File: src/rtl/mips_pkg.sv
// mips_pkg: definitions shared by the pipeline hazard controller.
//   - REG_IDX_W           : register-index width
//   - mdu_state_t         : MDU busy-timer FSM states
//   - MDU_LATENCY_DEFAULT : default mult/div occupancy in cycles
//   - stage_ctrl_t        : per-stage stall/bubble control bundle
//   - src_hit()           : true when a used, nonzero source matches a destination
package mips_pkg;

  localparam int REG_IDX_W           = 5;
  localparam int MDU_LATENCY_DEFAULT = 32;

  typedef enum logic {
    RUN      = 1'b0,
    MDU_WAIT = 1'b1
  } mdu_state_t;

  typedef struct packed {
    logic stall;
    logic bubble;
  } stage_ctrl_t;

  // $0 is hard-wired, so a zero source index can never depend on anything.
  function automatic logic src_hit(input logic                 use_src,
                                   input logic [REG_IDX_W-1:0] src,
                                   input logic [REG_IDX_W-1:0] dst);
    return use_src && (src != {REG_IDX_W{1'b0}}) && (src == dst);
  endfunction

endpackage

File: src/rtl/hazard_ctrl_mdu_busy_timer.sv
// mdu_busy_timer: tracks mult/div occupancy with an 8-bit down-counter.
//   clk   in  pipeline clock
//   nrst  in  asynchronous active-low reset
//   start in  EX issues mult/div this cycle
//   busy  out counter nonzero (MDU occupied)
module mdu_busy_timer
  import mips_pkg::*;
#(
  parameter int MDU_LATENCY = MDU_LATENCY_DEFAULT
) (
  input  logic clk,
  input  logic nrst,
  input  logic start,
  output logic busy
);

  localparam logic [7:0] LOAD_VAL = 8'(MDU_LATENCY);

  mdu_state_t state;
  mdu_state_t state_next;
  logic [7:0] cnt;
  logic [7:0] cnt_next;

  // State and counter registers.
  always_ff @(posedge clk or negedge nrst) begin
    if (!nrst) begin
      state <= RUN;
      cnt   <= 8'd0;
    end else begin
      state <= state_next;
      cnt   <= cnt_next;
    end
  end

  // Next-state logic; the counter runs regardless of pipeline stalls.
  always_comb begin
    state_next = state;
    cnt_next   = cnt;
    case (state)
      RUN: begin
        if (start) begin
          state_next = MDU_WAIT;
          cnt_next   = LOAD_VAL;
        end else begin
          state_next = RUN;
          cnt_next   = 8'd0;
        end
      end
      MDU_WAIT: begin
        // Last busy cycle: a start here chains straight into a new wait.
        // cnt==0 cannot occur in MDU_WAIT; it is folded in to recover cleanly.
        if (cnt <= 8'd1) begin
          if (start) begin
            state_next = MDU_WAIT;
            cnt_next   = LOAD_VAL;
          end else begin
            state_next = RUN;
            cnt_next   = 8'd0;
          end
        end else begin
          // A start earlier in the wait is a structural stall, not a reload.
          state_next = MDU_WAIT;
          cnt_next   = cnt - 8'd1;
        end
      end
      default: begin
        state_next = RUN;
        cnt_next   = 8'd0;
      end
    endcase
  end

  assign busy = (cnt != 8'd0);

endmodule

File: src/rtl/hazard_ctrl.sv
// hazard_ctrl: pipeline hazard controller for the 5-stage MIPS core.
// Produces the PC stall and per-stage stall/bubble pairs for IF/ID, ID/EX,
// EX/MEM and MEM/WB from load-use, redirect, MDU and memory-wait hazards,
// and counts PC-stall cycles.
//   i_ID_*   : ID-stage source usage      i_EX_* : EX-stage load/dest/branch/MDU
//   i_MEM_memWait : data memory not done   o_*_stall / o_*_bubble : controls
//   o_mduBusy : MDU occupied               o_stallCount : PC-stall cycles
module hazard_ctrl
  import mips_pkg::*;
#(
  parameter int MDU_LATENCY = MDU_LATENCY_DEFAULT,
  parameter int CNT_W       = 32
) (
  input  logic                 clk,
  input  logic                 nrst,
  input  logic [REG_IDX_W-1:0] i_ID_rs,
  input  logic [REG_IDX_W-1:0] i_ID_rt,
  input  logic                 i_ID_useRs,
  input  logic                 i_ID_useRt,
  input  logic                 i_ID_mduRead,
  input  logic                 i_EX_memRead,
  input  logic [REG_IDX_W-1:0] i_EX_rd,
  input  logic                 i_EX_branchTaken,
  input  logic                 i_EX_mduStart,
  input  logic                 i_MEM_memWait,
  output logic                 o_PC_stall,
  output logic                 o_IFID_stall,
  output logic                 o_IFID_bubble,
  output logic                 o_IDEX_stall,
  output logic                 o_IDEX_bubble,
  output logic                 o_EXMEM_stall,
  output logic                 o_EXMEM_bubble,
  output logic                 o_MEMWB_stall,
  output logic                 o_MEMWB_bubble,
  output logic                 o_mduBusy,
  output logic [CNT_W-1:0]     o_stallCount
);

  logic        mdu_busy;
  logic        load_use;
  logic        mdu_raw;
  logic        mdu_struct;
  logic        pc_stall;
  stage_ctrl_t ifid;
  stage_ctrl_t idex;
  stage_ctrl_t exmem;
  stage_ctrl_t memwb;
  logic [CNT_W-1:0] stall_cnt;

  mdu_busy_timer #(
    .MDU_LATENCY (MDU_LATENCY)
  ) u_mdu_timer (
    .clk   (clk),
    .nrst  (nrst),
    .start (i_EX_mduStart),
    .busy  (mdu_busy)
  );

  assign load_use = i_EX_memRead && (i_EX_rd != {REG_IDX_W{1'b0}}) &&
                    (src_hit(i_ID_useRs, i_ID_rs, i_EX_rd) ||
                     src_hit(i_ID_useRt, i_ID_rt, i_EX_rd));
  assign mdu_raw    = i_ID_mduRead && mdu_busy;
  assign mdu_struct = i_EX_mduStart && mdu_busy;

  // Priority decoder: memory wait > redirect > MDU structural > data hazards.
  always_comb begin
    pc_stall = 1'b0;
    ifid     = '{stall: 1'b0, bubble: 1'b0};
    idex     = '{stall: 1'b0, bubble: 1'b0};
    exmem    = '{stall: 1'b0, bubble: 1'b0};
    memwb    = '{stall: 1'b0, bubble: 1'b0};
    if (i_MEM_memWait) begin
      pc_stall    = 1'b1;
      ifid.stall  = 1'b1;
      idex.stall  = 1'b1;
      exmem.stall = 1'b1;
      memwb.stall = 1'b1;
    end else if (i_EX_branchTaken) begin
      // The ID instruction is squashed, so its hazards no longer matter.
      ifid.bubble = 1'b1;
      idex.bubble = 1'b1;
    end else if (mdu_struct) begin
      pc_stall     = 1'b1;
      ifid.stall   = 1'b1;
      idex.stall   = 1'b1;
      exmem.bubble = 1'b1;
    end else if (load_use || mdu_raw) begin
      pc_stall    = 1'b1;
      ifid.stall  = 1'b1;
      idex.bubble = 1'b1;
    end else begin
      pc_stall = 1'b0;
    end
  end

  // Controls are held inactive for as long as reset is asserted.
  assign o_PC_stall     = pc_stall     & nrst;
  assign o_IFID_stall   = ifid.stall   & nrst;
  assign o_IFID_bubble  = ifid.bubble  & nrst;
  assign o_IDEX_stall   = idex.stall   & nrst;
  assign o_IDEX_bubble  = idex.bubble  & nrst;
  assign o_EXMEM_stall  = exmem.stall  & nrst;
  assign o_EXMEM_bubble = exmem.bubble & nrst;
  assign o_MEMWB_stall  = memwb.stall  & nrst;
  assign o_MEMWB_bubble = memwb.bubble & nrst;
  assign o_mduBusy      = mdu_busy;

  // Stall-cycle performance counter, wraps naturally.
  always_ff @(posedge clk or negedge nrst) begin
    if (!nrst) begin
      stall_cnt <= {CNT_W{1'b0}};
    end else if (o_PC_stall) begin
      stall_cnt <= stall_cnt + {{(CNT_W-1){1'b0}}, 1'b1};
    end else begin
      stall_cnt <= stall_cnt;
    end
  end

  assign o_stallCount = stall_cnt;

endmodule

File: config.mk
export PLATFORM = sky130hd
export DESIGN_NAME = hazard_ctrl
export DESIGN_NICKNAME = d
export VERILOG_FILES = /design/src/rtl/mips_pkg.sv /design/src/rtl/hazard_ctrl_mdu_busy_timer.sv /design/src/rtl/hazard_ctrl.sv
export SDC_FILE = /design/constraint.sdc
export NUM_CORES = 1
export LEC_CHECK = 0
export ABC_AREA = 1
export CORE_ASPECT_RATIO = 0.8
export CORE_MARGIN = 2
export CORE_UTILIZATION = 23
export CTS_CLUSTER_DIAMETER = 50
export DETAILED_ROUTE_END_ITERATION = 8
export DONT_BUFFER_PORTS = 1
export SLEW_MARGIN = 20
export SYNTH_ARGS = -nofsm -noshare
export SYNTH_HDL_FRONTEND = slang
export SYNTH_HIERARCHICAL = 1
export SYNTH_SLANG_ARGS = --single-unit
File: constraint.sdc
create_clock -name clk -period 2.1 [get_ports clk]
set_input_delay 0.315 -clock clk [delete_from_list [all_inputs] [get_ports clk]]
set_output_delay 0.315 -clock clk [all_outputs]
set_load 0.01 [all_outputs]
==> results of run 1 <==
state kept, by name, indices dropped and copies added (netlist names):
signal,flops
o_stallCount,32
u_mdu_timer/state,1
u_mdu_timer/cnt,8
logic make-up after synthesis:
logic type | count (synthesis)
flip-flops | 41
AO/OA/AOI/OAI | 7
adder cells (fa/ha/maj) | 4
buffers and inverters | 62
other | 1
XOR/XNOR | 27
AND/OR/NAND/NOR | 296
report_power, final:
group	leakage, nW	total, mW	switching [mW]	internal, mW
registers	0.549	1.05	0.142	0.911
logic	1.06	1.02	0.608	0.410
clock network	0.0696	0.772	0.336	0.436
cell type report:
class	instances	area share, %
multi-input combinational	335	51.3
sequential	41	28.6
tap	180	6.27
inverter	50	5.29
timing repair buffer	19	4.60
clock buffer	5	3.48
clock inverter	3	0.487
layer usage:
| layer | part of all wire (%) | vias to the layer above | track usage (%) |
|---|---|---|---|
| met5 | 0 | - | 0 |
| met4 | 1.0 | 0 | 2.71 |
| met3 | 7.8 | 8 | 3.56 |
| met2 | 43 | 82 | 18.5 |
| met1 | 48 | 1188 | 16.5 |
| li1 | - | 1398 | - |
final timing paths:
check,start,endpoint,slack (ns),depth (start not counted)
worst max-delay path,u_mdu_timer/cnt[0],o_IFID_stall,0.1,7
worst max register to register,o_stallCount[5],o_stallCount[21],0.29,9
max in group asynchronous,nrst,o_stallCount[17],1.36,2
worst min register to register,u_mdu_timer/cnt[0],u_mdu_timer/cnt[0],0.52,1
min in group asynchronous,nrst,u_mdu_timer/cnt[1],0.53,2
worst min-delay path,i_EX_mduStart,u_mdu_timer/state,0.13,1
layout by cell type, fill, tap and decap left out, drive strengths merged:
master	instances
nand2	160
nor2	61
inv	50
nand3	43
dfrtp	41
buf	18
xor2	17
nor3	15
nand4	10
xnor2	10
clkbuf	5
nor4	5
o21ai	4
ha	4
clkinv	2
a31oi	1
o211ai	1
nand3b	1
conb	1
clkinvlp	1
dlygate4sd3	1
a21oi	1
or2	1
critical path: cells and delay by family (launching register included):
family	cells	cell delay (ns)
flops	1	0.43
simple gates	3	0.38
compound gates	1	0.28
buf+inv	2	0.17
fa+ha+maj	1	0.13
metrics by stage:
step | area, um2 | power (mW) | hold WS, ns
global route | 3590 | 3.03 | 0.119
global placement | 3330 | 1.93 | 0.0231
floorplan | 3140 | 1.75 | 0.0194
detailed placement | 3330 | 1.95 | 0.0234
finish | 3590 | 2.84 | 0.129
CTS | 3510 | 2.75 | 0.123
timing repair:
action                                  4_1_cts  5_1_grt
resized for setup                             2        8
endpoints found under the setup margin        2        3
pin swaps                                     1        6
hold endpoints to repair                     41        0
setup buffers                                 0        6
hold buffers                                  2        0
==> flow_summary.ini, run 1 <==
[status]
status = complete, no violations

[setup_path]
worst_ep_required_time_ns = 1.78
critPathArrivalTime_ns = 1.69
crit_type = reg -> out
cp_cell_sequence = inv_2 > ha_4 > nand4_1 > a31oi_4 > nand2_4 > nand2_8 > inv_4
max_stage_delay_ns = 0.43
end_kind = primary output
critPathSlowestCell = dfrtp_1
start_kind = register
critPathMaxFanout = 4

[cts]
cts-root-buf = clkbuf_16
cts.sinks = 41
cts_tree = yes
cts_buffer_depth = 2
path_clk_slew_ns = 0.06
clk_latency_ns = 0.29
numCtsBuffers = 5
h-tree-depth = 2

[floorplanning]
io_pins = 66
start_util_pct = 23.3
core_um2 = 13500
fp.dieW_um = 134
num_rows = 38
die_h_um = 108
die-area_um2 = 14600

[placement]
dp_hpwl_um = 6410
io_buffers = 0
placed_cells_incl_taps = 617
dpl_worst_slack_ns = 0.285
globalplace.congestion = 0.910

[final_layout]
fin_cells = 633
drive_gt1_share_pct = 18.3
multi_input_area_um2 = 1840
n_antenna_cell = 0
fin_util_pct = 26.7
synthToLayoutAreaGrowth_pct = 14.7
register_area_um2 = 1030
n_fill_cell = 1477
final_nets = 480

[pwr]
vdd_ir_drop_max_v = 0.000355
pwr_density_cell_nw_per_um2 = 791
leakage_nw = 1.68

[global_route]
antenna_found_initial = 0
grt_pass1_vias = 2595
grt_use_total_pct = 12.0
grt_overflow = 0
grt_max_degree = 42
grt_pass1_wl_um = 13700

[yosys]
synthSimpleGateAreaFrac_pct = 46.7
syn-instance-count = 438
synth_edf_count = 0
ys_ff_latch = 41
synth_top_family_by_area = simple AND/OR/NAND/NOR gates
syn_avg_cell_area_um2 = 7.15
synth_xor_area_share_pct = 7.55
yosys.area_share.adder_pct = 1.60
synthTopCellsByArea = dfrtp_1 33%, nand2_1 18%, nand3_2 6.7%
async_reset_ff_share_pct = 100
synth_area_um2 = 3130
yosysWarnings = 6
yosys.area.top_type = dfrtp_1
yosys-mux-area-fraction_pct = 0
yosysMostFrequentCell = nand2_1
synth_common_cells = 152 x nand2_1, 53 x nor2_1, 45 x inv_1
yosysSeqAreaShare_pct = 32.7
synth.top_cell.area_share_pct = 32.7
synth_cell_types = 32
synth_nets = 466
synth-compound-area-share_pct = 1.60
ys.flop_type = dfrtp_1

[timing]
final_max_slew_viol_count = 0
layout_setup_ws_ns = 0.0995
fmax_mhz = 500
fin_skew_ns = 0.00496
period_share_pct = 95.3
finalHoldViolCount = 0
finalSetupViolations = 0
tns_ns = 0
fin_crit_ns = 2.00

[flow_run]
cap_viol_max_count = 0

[routing]
via_count = 2676
drt_iter0_drc = 157
drtAntennaViolNets = 0
via_per_inst = 4.23
firstDrtPassIters = 4
routedWlPerCell_um = 13.4
drc = 0
wl_um = 8490

[min_path]
hold_class = in -> reg
(Power assumes the default switching activity.)
==> inputs of run 2 (changes only) <==
--- a/config.mk
+++ b/config.mk
@@ -7,11 +7,12 @@
 export LEC_CHECK = 0
 export ABC_AREA = 1
 export CORE_ASPECT_RATIO = 0.8
-export CORE_MARGIN = 2
+export CORE_MARGIN = 4
 export CORE_UTILIZATION = 23
 export CTS_CLUSTER_DIAMETER = 50
 export DETAILED_ROUTE_END_ITERATION = 8
 export DONT_BUFFER_PORTS = 1
+export RECOVER_POWER = 25
 export SLEW_MARGIN = 20
 export SYNTH_ARGS = -nofsm -noshare
 export SYNTH_HDL_FRONTEND = slang
==> run 2 against run 1 <==
Die area grew 6.8%. Global-route usage down 0.89 points. Cell area fell by 0.66%. Sequential share of layout area grew 0.19 points. Worst setup slack worse by 0.023 ns. Wire length is 0.26% higher. Fmax fell by 1.2%.
==> flow_summary.ini, run 2 (synthesized netlist as in run 1, its figures left out) <==
[status]
status = complete, no violations

[setup_path]
start_kind = register
end_kind = primary output
crit_type = reg -> out
critPathMaxFanout = 4
worst_ep_required_time_ns = 1.78
critPathArrivalTime_ns = 1.71

[timing]
fin_skew_ns = 0.00571
tightest_slew_ns = 1.05
hold_slack_ns = 0.134
final_max_slew_viol_count = 0
period_share_pct = 96.4
finalHoldViolCount = 0
maxSlewHeadroom_pct = 30.1
fmax_mhz = 494
fin_crit_ns = 2.02
finalSetupViolations = 0

[global_route]
grt_pass1_wl_um = 14200
grt_use_met3_pct = 3.79
use_met2_pct = 16.7
grt_use_total_pct = 11.1
grt_overflow = 0
antenna_found_initial = 0
grt_pass1_vias = 2716
grt_max_degree = 42
busiest_layer = met2
gr-usage-met1_pct = 15.2

[final_layout]
layout_common_cells = 152 x nand2_1, 53 x nor2_1, 42 x inv_1
final_nets = 478
drive_gt1_share_pct = 17.5
n_antenna_cell = 0
synthToLayoutAreaGrowth_pct = 13.9
largest_reg_flops = 32
layout_commonest_cell = nand2_1

[cts]
h-tree-depth = 2
cts.sinks = 41
cts_tree = yes
path_clk_slew_ns = 0.06
clk_latency_ns = 0.29
cts-root-buf = clkbuf_16
cts_buffer_depth = 2
numCtsBuffers = 5

[pwr]
power.clock.fraction_pct = 28.5
pwr_density_cell_nw_per_um2 = 795
leakage_nw = 1.67
comb_power_share_pct = 33.3
vdd_ir_drop_max_v = 0.000287
switching_share_pct = 36.8
p_sw_mw = 1.04
p_seq_share_pct = 38.2
p_int_mw = 1.79
finalPower_mw = 2.84

[placement]
globalplace.congestion = 0.865
dp_hpwl_um = 6430
io_buffers = 0

[floorplanning]
start_util_pct = 23.9
die_h_um = 112
fp.dieW_um = 138
core_um2 = 13100
num_rows = 37
die-area_um2 = 15600
io_pins = 66

[routing]
via_per_inst = 4.43
routedWlPerCell_um = 13.6
firstDrtPassIters = 4
wl_um = 8510
drtAntennaViolNets = 0
via_count = 2775
drc = 0
drt_iter0_drc = 194

[min_path]
hold_class = in -> reg

[flow_run]
cap_viol_max_count = 0
-- run 2: worst max-delay path, stage by stage (launching register included) --
cell,delay (ns)
dfrtp_1,0.42
nor2_4,0.18
nand4_1,0.20
a31oi_2,0.29
nand2_4,0.11
nand2_8,0.08
clkinvlp_4,0.13
-- run 2: repair_timing --
action                                  in CTS  in global routing
endpoints found under the setup margin       2                 15
hold buffers                                 2                  0
resized for setup                            4                  3
gates cloned                                 0                  0
pin swaps                                    5                  4
buffers inserted                             5                  4
endpoints found under the hold margin       41                  0
-- run 2: through the flow --
stage / util (%) / cells / cell area [um2] / setup slack [ns] / setup TNS, ns
after floorplan: - / 438 / 3140 / 0.0365 / 0
after global placement: 25.2 / 607 / 3300 / 0.244 / 0
after detailed placement: 25.2 / 607 / 3300 / 0.150 / 0
after CTS: 27.0 / 622 / 3540 / 0.0135 / 0
after global routing: 27.2 / 626 / 3570 / -0.000333 / -0.000663
final: 27.2 / 626 / 3570 / 0.0762 / 0
-- run 2: worst paths after layout --
path,endpoint,cells after the start,from,slack [ns]
worst max-delay path,o_PC_stall,6,u_mdu_timer/cnt[5],0.08
worst min-delay path,u_mdu_timer/state,1,i_EX_mduStart,0.13
worst max register to register,o_stallCount[30],9,u_mdu_timer/cnt[5],0.18
worst min register to register,u_mdu_timer/cnt[0],2,u_mdu_timer/cnt[0],0.57
max in group asynchronous,o_stallCount[27],2,nrst,0.71
min in group asynchronous,u_mdu_timer/cnt[5],2,nrst,0.75
-- run 2: power groups by stage --
stage	clock network (mW)	registers, mW	logic (mW)
final	0.808	1.08	0.946
after global placement	0	1.09	0.787
after global routing	0.862	1.11	1.07
after floorplan	0	1.08	0.673
after detailed placement	0	1.10	0.808
after CTS	0.835	1.08	0.888
-- run 2: layout make-up --
| cell class | instances | area, um2 |
|---|---|---|
| flip-flops and latches | 41 | 1030 |
| inverters | 50 | 191 |
| repair buffers | 17 | 140 |
| multi-input cells | 335 | 1840 |
| clock inverters | 1 | 5.00 |
| clock buffers | 7 | 153 |
| well taps | 175 | 219 |
| fillers | 1433 | 9530 |
-- run 2: metal layers --
| layer | wire length (um) | part of all wire, % | vias to the layer above |
|---|---|---|---|
| met1 | 3930 | 46 | 1302 |
| met5 | 0 | 0 | - |
| li1 | - | - | 1390 |
| met2 | 3720 | 44 | 68 |
| met3 | 728 | 8.6 | 15 |
| met4 | 130 | 1.5 | 0 |
==> inputs of run 3 (changes only) <==
--- a/config.mk
+++ b/config.mk
@@ -10,11 +10,12 @@
 export CORE_MARGIN = 4
 export CORE_UTILIZATION = 23
 export CTS_CLUSTER_DIAMETER = 50
+export CTS_CLUSTER_SIZE = 20
 export DETAILED_ROUTE_END_ITERATION = 8
 export DONT_BUFFER_PORTS = 1
+export PLACE_DENSITY = 0.37
 export RECOVER_POWER = 25
 export SLEW_MARGIN = 20
 export SYNTH_ARGS = -nofsm -noshare
 export SYNTH_HDL_FRONTEND = slang
-export SYNTH_HIERARCHICAL = 1
 export SYNTH_SLANG_ARGS = --single-unit
==> run 3 against run 2 <==
Wire length is 0.12% higher. Cell count down 5.4%. Non-clock buffer count is 2 higher. Highest routed layer unchanged. Synthesized cell count is 7.1% lower. Clock-buffer cell count did not move.
==> flow_summary.ini, run 3 <==
[setup_path]
critPathMaxFanout = 6
cp_cell_sequence = nor2_1 > nand3_4 > nand2_1 > nand2_1 > nand2_1 > nand2_4 > nand2_4 > inv_2
max_stage_delay_ns = 0.41
worst_ep_required_time_ns = 1.78
path_delay_family = simple AND/OR/NAND/NOR gates
critPathArrivalTime_ns = 1.63
critPathSlowestCell = dfrtp_1
end_kind = primary output
cp_common_cell = nand2_1
crit_type = reg -> out
r2r-start = o_stallCount[15]
start_kind = register
cp-startpoint = u_mdu_timer.cnt[6]
worst-path-buf-inv = 1

[routing]
drt_iter0_drc = 129
firstDrtPassIters = 4
drtAntennaViolNets = 0
routedWlPerCell_um = 14.4
via_per_inst = 4.26
wl_um = 8520
via_count = 2522
drc = 0

[timing]
fin_crit_ns = 1.95
tightest_slew_ns = 1.12
finalSetupViolations = 0
fmax_mhz = 514
maxSlewHeadroom_pct = 25.2
fin_skew_ns = 0.00622
rsz0062_at_grt = no
finalHoldViolCount = 0
period_share_pct = 92.7
tns_ns = 0
final_max_slew_viol_count = 0

[global_route]
grt_pass1_vias = 2405
grt_use_total_pct = 12.2
grt_max_degree = 42
grt_pass1_wl_um = 13800
antenna_found_initial = 0
grt_overflow = 0

[final_layout]
stdcell_area_um2 = 3380
drive_gt1_share_pct = 15.4
final_nets = 447
n_antenna_cell = 0
n_fill_cell = 1350
synthToLayoutAreaGrowth_pct = 15.9
layout_common_cells = 135 x nand2_1, 42 x nand3_1, 41 x dfrtp_1
layout_commonest_cell = nand2_1
largest_reg_flops = 32

[min_path]
hold_class = in -> reg
hp-start = i_EX_mduStart

[floorplanning]
die-area_um2 = 14600
start_util_pct = 23.7
core_um2 = 12300
num_rows = 36
die_h_um = 109
io_pins = 66
fp.dieW_um = 134

[yosys]
yosysWarnings = 0
synth.top_cell.area_share_pct = 35.2
yosys.area.top_type = dfrtp_1
synthTopCellsByArea = dfrtp_1 35%, nand2_1 17%, nand3_1 7.2%
synth_common_cells = 135 x nand2_1, 42 x inv_1, 42 x nand3_1
syn_avg_cell_area_um2 = 7.17
syn-instance-count = 407
synth_cell_types = 33
ys_ff_latch = 41
yosysSeqAreaShare_pct = 35.2
ys.flop_type = dfrtp_1
synth_edf_count = 0
async_reset_ff_share_pct = 100
synth_nets = 434
synth_area_um2 = 2920
yosysMostFrequentCell = nand2_1

[cts]
cts-root-buf = clkbuf_16
cts_buffer_depth = 2
numCtsBuffers = 5
path_clk_slew_ns = 0.06
h-tree-depth = 2
clk_latency_ns = 0.29
cts_tree = yes
cts.sinks = 41

[placement]
post_dp_cell_area_um2 = 3150
dp_hpwl_um = 6360
io_buffers = 0
globalplace.congestion = 0.807

[pwr]
leakage_nw = 1.63
pwr_density_cell_nw_per_um2 = 747
vdd_ir_drop_max_v = 0.000320

[flow_run]
cap_viol_max_count = 0

[status]
status = complete, no violations
[run 3: report_power, final]
group	switching [mW]	internal, mW	total [mW]	leakage (nW)
clock	0.326	0.504	0.830	0.0799
combinational	0.390	0.291	0.681	1.00
sequential	0.106	0.908	1.01	0.549
[run 3: cells by family after synthesis]
logic type / synth area share [%]
adders and majority gates: 1.29
other: 0.129
AOI/OAI and AO/OA: 1.72
buffers and inverters: 9.31
and+or+nand+nor: 44.3
xor gates and xnor gates: 8.11
DFF: 35.2
[run 3: timing repair]
| action | in CTS | in global routing |
|---|---|---|
| gates resized for setup | 3 | 4 |
| setup buffers | 0 | 4 |
| endpoints found under the hold margin | 41 | 0 |
| endpoints found under the setup margin | 2 | 2 |
| hold buffers | 2 | 0 |
[run 3: path summary, 6_finish.rpt]
kind / endpoint / slack [ns] / depth (start not counted)
setup / recovery: o_IFID_stall / 0.15 / 8
hold / removal: u_mdu_timer.state / 0.15 / 2
setup reg to reg: o_stallCount[20] / 0.22 / 7
hold reg to reg: u_mdu_timer.cnt[0] / 0.50 / 1
max in group asynchronous: o_stallCount[19] / 0.61 / 2
min in group asynchronous: u_mdu_timer.cnt[0] / 0.82 / 2
[run 3: stage by stage]
| step | total power [mW] | setup slack [ns] | util (%) | hold WS [ns] | instances |
|---|---|---|---|---|---|
| final | 2.53 | 0.153 | 27.5 | 0.153 | 592 |
| after CTS | 2.50 | 0.0361 | 27.3 | 0.143 | 588 |
| after floorplan | 1.47 | 0.181 | - | 0.0194 | 407 |
| after detailed placement | 1.60 | 0.254 | 25.6 | 0.0215 | 578 |
| after global routing | 2.71 | 0.0230 | 27.5 | 0.154 | 592 |
| after global placement | 1.59 | 0.197 | 25.6 | 0.0214 | 578 |
[run 3: area by class of cell]
cell class / instances / area (um2) / share of cell area [%]
timing repair buffer: 19 / 155 / 4.59
clock inverter: 1 / 5.00 / 0.148
multi-input combinational: 306 / 1650 / 48.8
tap: 171 / 214 / 6.33
sequential: 41 / 1030 / 30.4
inverter: 47 / 176 / 5.22
clock buffer: 7 / 153 / 4.52
[run 3: layer usage]
metal,global-route usage [%],wire (um),up-vias
met4,4.19,119,0
met1,17.6,4250,1167
li1,-,-,1305
met2,17.8,3690,43
met5,0,0,-
met3,2.91,463,7
